--- src/rtl/pal_pkg.sv ---
// Shared definitions for the palette lookup arbiter: default widths,
// response owner encoding and the arbiter state enumeration.
package pal_pkg;

  localparam int PAL_IDX_W  = 4;
  localparam int PAL_DATA_W = 8;

  // Value carried on rsp_id to say who owns a response.
  localparam logic RSP_ID_TILE = 1'b0;
  localparam logic RSP_ID_SPR  = 1'b1;

  typedef enum logic [1:0] {
    ST_IDLE       = 2'd0,
    ST_SERVE_TILE = 2'd1,
    ST_SERVE_SPR  = 2'd2
  } pal_arb_state_t;

endpackage

--- src/rtl/palette_arbiter.sv ---
// palette_arbiter: shares one combinational colour store between the tile
// renderer and the sprite renderer. One lookup is accepted per cycle; the
// colour byte comes back registered one cycle later.
//
// Handshake: a lookup is accepted in a cycle when req and gnt are both high.
// gnt is combinational from state, burst count and both req inputs; a
// requester holds req (and idx) until it sees gnt. The response strobe
// rsp_valid is high for exactly one cycle, one cycle after the accept, and
// has no back-pressure.
//
// Optional feature: define PAL_ARB_RR_EN to make the IDLE tie-break go to
// the requester not served by the most recent accept; otherwise the sprite
// renderer always wins a tie.
module palette_arbiter
  import pal_pkg::*;
#(
  parameter int IDX_W     = PAL_IDX_W,
  parameter int DATA_W    = PAL_DATA_W,
  parameter int BURST_MAX = 4
) (
  input  logic              clk,
  input  logic              rst,
  input  logic              tile_req,
  input  logic [IDX_W-1:0]  tile_idx,
  output logic              tile_gnt,
  input  logic              spr_req,
  input  logic [IDX_W-1:0]  spr_idx,
  output logic              spr_gnt,
  output logic [IDX_W-1:0]  pal_idx,
  input  logic [DATA_W-1:0] pal_byte,
  output logic              rsp_valid,
  output logic              rsp_id,
  output logic [DATA_W-1:0] rsp_byte,
  output logic              rsp_transp,
  output logic [1:0]        dbg_state
);

  localparam int CNT_W = $clog2(BURST_MAX + 1);
  localparam logic [CNT_W-1:0] CNT_MAX = CNT_W'(BURST_MAX);
  localparam logic [CNT_W-1:0] CNT_ONE = CNT_W'(1);

  localparam logic [1:0] S_IDLE       = ST_IDLE;
  localparam logic [1:0] S_SERVE_TILE = ST_SERVE_TILE;
  localparam logic [1:0] S_SERVE_SPR  = ST_SERVE_SPR;

  logic [1:0]        r_state;
  logic [CNT_W-1:0]  r_cnt;
  logic [IDX_W-1:0]  r_pal_idx;
  logic              r_rsp_valid;
  logic              r_rsp_id;
  logic [DATA_W-1:0] r_rsp_byte;
  logic              r_rsp_transp;

  logic [1:0]        w_state_nxt;
  logic [CNT_W-1:0]  w_cnt_nxt;
  logic              w_tile_gnt;
  logic              w_spr_gnt;
  logic              w_use_idle;
  logic              w_tie_spr;
  logic              w_idle_spr;
  logic              w_idle_tile;
  logic              w_accept;

`ifdef PAL_ARB_RR_EN
  logic r_last_id;

  // Remember who was served last so a tie goes to the other requester.
  always_ff @(posedge clk) begin
    if (rst) begin
      r_last_id <= RSP_ID_TILE;
    end else if (w_accept) begin
      r_last_id <= w_spr_gnt ? RSP_ID_SPR : RSP_ID_TILE;
    end
  end

  assign w_tie_spr = (r_last_id == RSP_ID_TILE);
`else
  assign w_tie_spr = 1'b1;
`endif

  // Decision taken from IDLE, or from a SERVE state whose owner went idle.
  assign w_idle_spr  = spr_req & (~tile_req | w_tie_spr);
  assign w_idle_tile = tile_req & ~w_idle_spr;

  // Grant selection and next state / burst count.
  always_comb begin
    w_tile_gnt  = 1'b0;
    w_spr_gnt   = 1'b0;
    w_use_idle  = 1'b0;
    w_state_nxt = r_state;
    w_cnt_nxt   = r_cnt;
    case (r_state)
      S_SERVE_TILE: begin
        if (tile_req && spr_req) begin
          if (r_cnt >= CNT_MAX) begin
            w_spr_gnt   = 1'b1;
            w_state_nxt = S_SERVE_SPR;
            w_cnt_nxt   = CNT_ONE;
          end else begin
            w_tile_gnt = 1'b1;
            w_cnt_nxt  = r_cnt + CNT_ONE;
          end
        end else if (tile_req) begin
          w_tile_gnt = 1'b1;
          w_cnt_nxt  = CNT_ONE;
        end else begin
          w_use_idle = 1'b1;
        end
      end
      S_SERVE_SPR: begin
        if (tile_req && spr_req) begin
          if (r_cnt >= CNT_MAX) begin
            w_tile_gnt  = 1'b1;
            w_state_nxt = S_SERVE_TILE;
            w_cnt_nxt   = CNT_ONE;
          end else begin
            w_spr_gnt = 1'b1;
            w_cnt_nxt = r_cnt + CNT_ONE;
          end
        end else if (spr_req) begin
          w_spr_gnt = 1'b1;
          w_cnt_nxt = CNT_ONE;
        end else begin
          w_use_idle = 1'b1;
        end
      end
      default: w_use_idle = 1'b1;
    endcase

    if (w_use_idle) begin
      if (w_idle_spr) begin
        w_spr_gnt   = 1'b1;
        w_state_nxt = S_SERVE_SPR;
        w_cnt_nxt   = CNT_ONE;
      end else if (w_idle_tile) begin
        w_tile_gnt  = 1'b1;
        w_state_nxt = S_SERVE_TILE;
        w_cnt_nxt   = CNT_ONE;
      end else begin
        w_state_nxt = S_IDLE;
        w_cnt_nxt   = '0;
      end
    end

    // No lookup may be accepted while reset is held.
    if (rst) begin
      w_tile_gnt = 1'b0;
      w_spr_gnt  = 1'b0;
    end
  end

  assign w_accept = w_tile_gnt | w_spr_gnt;

  // The colour store sees the granted index, or the last one when idle.
  assign pal_idx = w_spr_gnt  ? spr_idx  :
                   w_tile_gnt ? tile_idx : r_pal_idx;

  // State, burst count and the registered response.
  always_ff @(posedge clk) begin
    if (rst) begin
      r_state      <= S_IDLE;
      r_cnt        <= '0;
      r_pal_idx    <= '0;
      r_rsp_valid  <= 1'b0;
      r_rsp_id     <= RSP_ID_TILE;
      r_rsp_byte   <= '0;
      r_rsp_transp <= 1'b0;
    end else begin
      r_state     <= w_state_nxt;
      r_cnt       <= w_cnt_nxt;
      r_pal_idx   <= pal_idx;
      r_rsp_valid <= w_accept;
      if (w_accept) begin
        r_rsp_id     <= w_spr_gnt ? RSP_ID_SPR : RSP_ID_TILE;
        r_rsp_byte   <= pal_byte;
        r_rsp_transp <= w_spr_gnt & (spr_idx == '0);
      end
    end
  end

  assign tile_gnt   = w_tile_gnt;
  assign spr_gnt    = w_spr_gnt;
  assign rsp_valid  = r_rsp_valid;
  assign rsp_id     = r_rsp_id;
  assign rsp_byte   = r_rsp_byte;
  assign rsp_transp = r_rsp_transp;
  assign dbg_state  = r_state;

endmodule

--- config.mk ---
export PLATFORM = sky130hd
export DESIGN_NAME = palette_arbiter
export DESIGN_NICKNAME = d
export VERILOG_FILES = /design/src/rtl/pal_pkg.sv /design/src/rtl/palette_arbiter.sv
export SDC_FILE = /design/constraint.sdc
export NUM_CORES = 1
export LEC_CHECK = 0
export BUFFER_PORTS_ARGS = -buffer_cell sky130_fd_sc_hd__buf_4
export CORE_ASPECT_RATIO = 0.6
export CORE_MARGIN = 1
export CORE_UTILIZATION = 44
export CTS_CLUSTER_SIZE = 24
export DETAILED_ROUTE_END_ITERATION = 6
export PLACE_DENSITY = 0.74
export SKIP_CTS_REPAIR_TIMING = 1
export SYNTH_ARGS = -nofsm -noshare
export SYNTH_HDL_FRONTEND = slang
export SYNTH_SLANG_ARGS = --single-unit
--- constraint.sdc ---
create_clock -name clk -period 1.6 [get_ports clk]
set_input_delay 0.08 -clock clk [delete_from_list [all_inputs] [get_ports clk]]
set_output_delay 0.08 -clock clk [all_outputs]
set_load 0.05 [all_outputs]
==> flow_summary.json <==
{
  "run_status": "finished, violations left",
  "violations": "setup timing",
  "ys_seq_elements": 20,
  "synth_compound_area_frac": 0.279,
  "crit_start": "dbg_state[0]",
  "report.power.total_mw": 3.99,
  "post-route-min-period_ps": 2090,
  "pwr-share-comb": 0.715,
  "finalWirelength_microns": 3210,
  "p_int_mw": 2.15,
  "reg2reg_from": "dbg_state[1]",
  "post_synth.cell_area_avg_sq_um": 8.70,
  "syn_area_sq_mm": 0.00117,
  "finalSetupViolations": 23,
  "cellLeakagePower_nw": 0.743,
  "utilization": 0.720,
  "hold_path_startpoint": "rst",
  "grt_remaining_overflow": 0,
  "pin_count": 39,
  "slew_headroom": 0.726,
  "synth_mux_area_frac": 0.0268,
  "initial_core_util": 0.466,
  "synth-simple-area-share": 0.214,
  "switching_share": 0.462,
  "setup_ws_ps": -490,
  "htree_levels": 1,
  "critPathKind": "register to output pin",
  "synth_edf_count": 0,
  "yosys.area.top_type": "dfxtp_1",
  "cap_violations": 0,
  "rsz0062_at_grt": "yes",
  "mostFrequentLayoutCells": "48 x buf_4, 18 x dfxtp_1, 12 x nand2_1",
  "core_sq_mm": 0.00250,
  "synth_cell_types": 35,
  "wire_per_inst_microns": 14.8,
  "power_switching_mw": 1.84,
  "first_pass_iters": 4,
  "final_common_cell": "buf_4",
  "grt_max_degree": 18,
  "peakVddDrop_mv": 0.828,
  "seqPwrFrac": 0.189,
  "ys_seq_area_frac": 0.343,
  "antenna_found_initial": 0,
  "critical_path_arrival_ps": 2010,
  "antenna_left": 0,
  "synth_top_family_by_area": "compound AO/OA/AOI/OAI gates",
  "ctsLongestPathBuffers": 2,
  "drt-initial-drc-count": 64,
  "area_growth_pct": 54.6,
  "dieArea_sq_mm": 0.00287,
  "post-place-ws_ps": -309,
  "async_flop_share": 0,
  "yosys-top-cells-area": "dfxtp_1 34%, a21oi_1 5.2%, buf_6 4.8%",
  "yosys.area_share.xor_xnor": 0,
  "hold_slack_ps": 89.0,
  "grt_usage": 0.225,
  "die_x_microns": 68.5,
  "nNetsFinal": 210,
  "period_share": 1.31,
  "synth_nets": 158,
  "clkTransAtPathRegs_ps": 80,
  "cts_root_buf": "clkbuf_8",
  "yosys.area.top_type_share": 0.343,
  "cts_tree": "done",
  "via_per_inst": 5.39,
  "synthCells": 134,
  "cts_buffers": 3,
  "drive_above_1_share": 0.492,
  "gp_congestion": 0.821,
  "start_kind": "register",
  "synthFlopType": "dfxtp_1",
  "yosys_warnings": 0,
  "cp_max_fo": 5,
  "synthAdderAreaFrac": 0.0429,
  "postPlaceCellArea_sq_mm": 0.00163,
  "cp_num_buf_inv": 3,
  "cpLargestDelayFamily": "compound AO/OA/AOI/OAI gates",
  "crit_path_cell_trace": "inv_4, ha_4, buf_6, o31ai_4, a21o_1, nor2_4, a221o_2, buf_8",
  "grt_pass1_vias": 1025,
  "cp.required_ps": 1520,
  "max_freq_ghz": 0.479,
  "clkLatencyLatePin_ps": 260,
  "finalMaxSlewViolations": 0,
  "critPathMaxStageDelay_ps": 380,
  "grt_pass1_wl_microns": 4730,
  "rows": 14,
  "routed-via-count": 1169,
  "tightest_slew_ps": 411,
  "dp_hpwl_microns": 2330,
  "cp-end-kind": "output pin",
  "drc": 0,
  "p_per_area_mw_per_mm2": 2210,
  "antennaDiodeCount": 0,
  "crit_path_top_delay_cell": "dfxtp_4",
  "pwr-share-clk": 0.096,
  "design_area_sq_mm": 0.00180,
  "finClkSkew_ps": 7.96,
  "numPortBuffers": 38,
  "hold_viol_final": 0,
  "hold_path_class": "input port to register",
  "cts_num_sinks": 20,
  "fp.dieH_microns": 41.9
}
## layer usage
metal	share of wire	vias up	GRT usage
met4	0	0	0.0375
met2	0.46	42	0.349
met1	0.47	543	0.304
met5	0	-	0
li1	-	584	-
met3	0.068	0	0.0742
## state kept, by name (all words and copies together), names as in the netlist
signal,flops
rsp_byte,8
r_cnt,3
rsp_transp,1
r_pal_idx,4
rsp_id,1
dbg_state,2
rsp_valid,1
## stage by stage
stage,cells,TNS [ps]
6_report,217,-4700
5_1_grt,217,-6590
4_1_cts,215,-6440
3_5_place_dp,211,-4210
3_3_place_gp,211,-2930
2_1_floorplan,134,-5270
## worst paths after layout
check	slack [ps]	depth (start not counted)	endpoint
max reg2reg	-240	7	r_pal_idx[0]
min	90	2	dbg_state[0]
max	-490	8	pal_idx[1]
min reg2reg	470	2	rsp_byte[2]
## Yosys cell counts (all sizes together) (2+ instances only)
cell type / count
nand3: 9
clkbuf: 2
ha: 4
mux2i: 2
nor2: 12
a21oi: 12
buf: 10
a22oi: 2
dfxtp: 20
o21ai: 9
nor3: 4
inv: 5
a221o: 4
a21o: 2
a311oi: 4
a211oi: 2
nand2: 12
nor2b: 7
## layout make-up
type / count / area (sq um)
multi-input combinational: 97 / 762
fill: 184 / 702
timing repair buffer: 59 / 517
sequential: 20 / 408
clock buffer: 4 / 55.1
tap: 32 / 40.0
inverter: 5 / 21.3
## logic make-up after synthesis
kind of cell    count (synthesis)
compound gates                 42
simple gates                   48
buf+inv                        17
mux                             3
flops                          20
fa+ha+maj                       4
## power groups by stage
stage	clock network, mW	logic (mW)	registers [mW]
2_1_floorplan	0	1.50	1.05
3_3_place_gp	0	2.49	0.742
3_5_place_dp	0	2.53	0.756
4_1_cts	0.396	2.55	0.746
5_1_grt	0.419	3.02	0.772
6_report	0.381	2.85	0.753
Power figures use the tool's default switching activity.
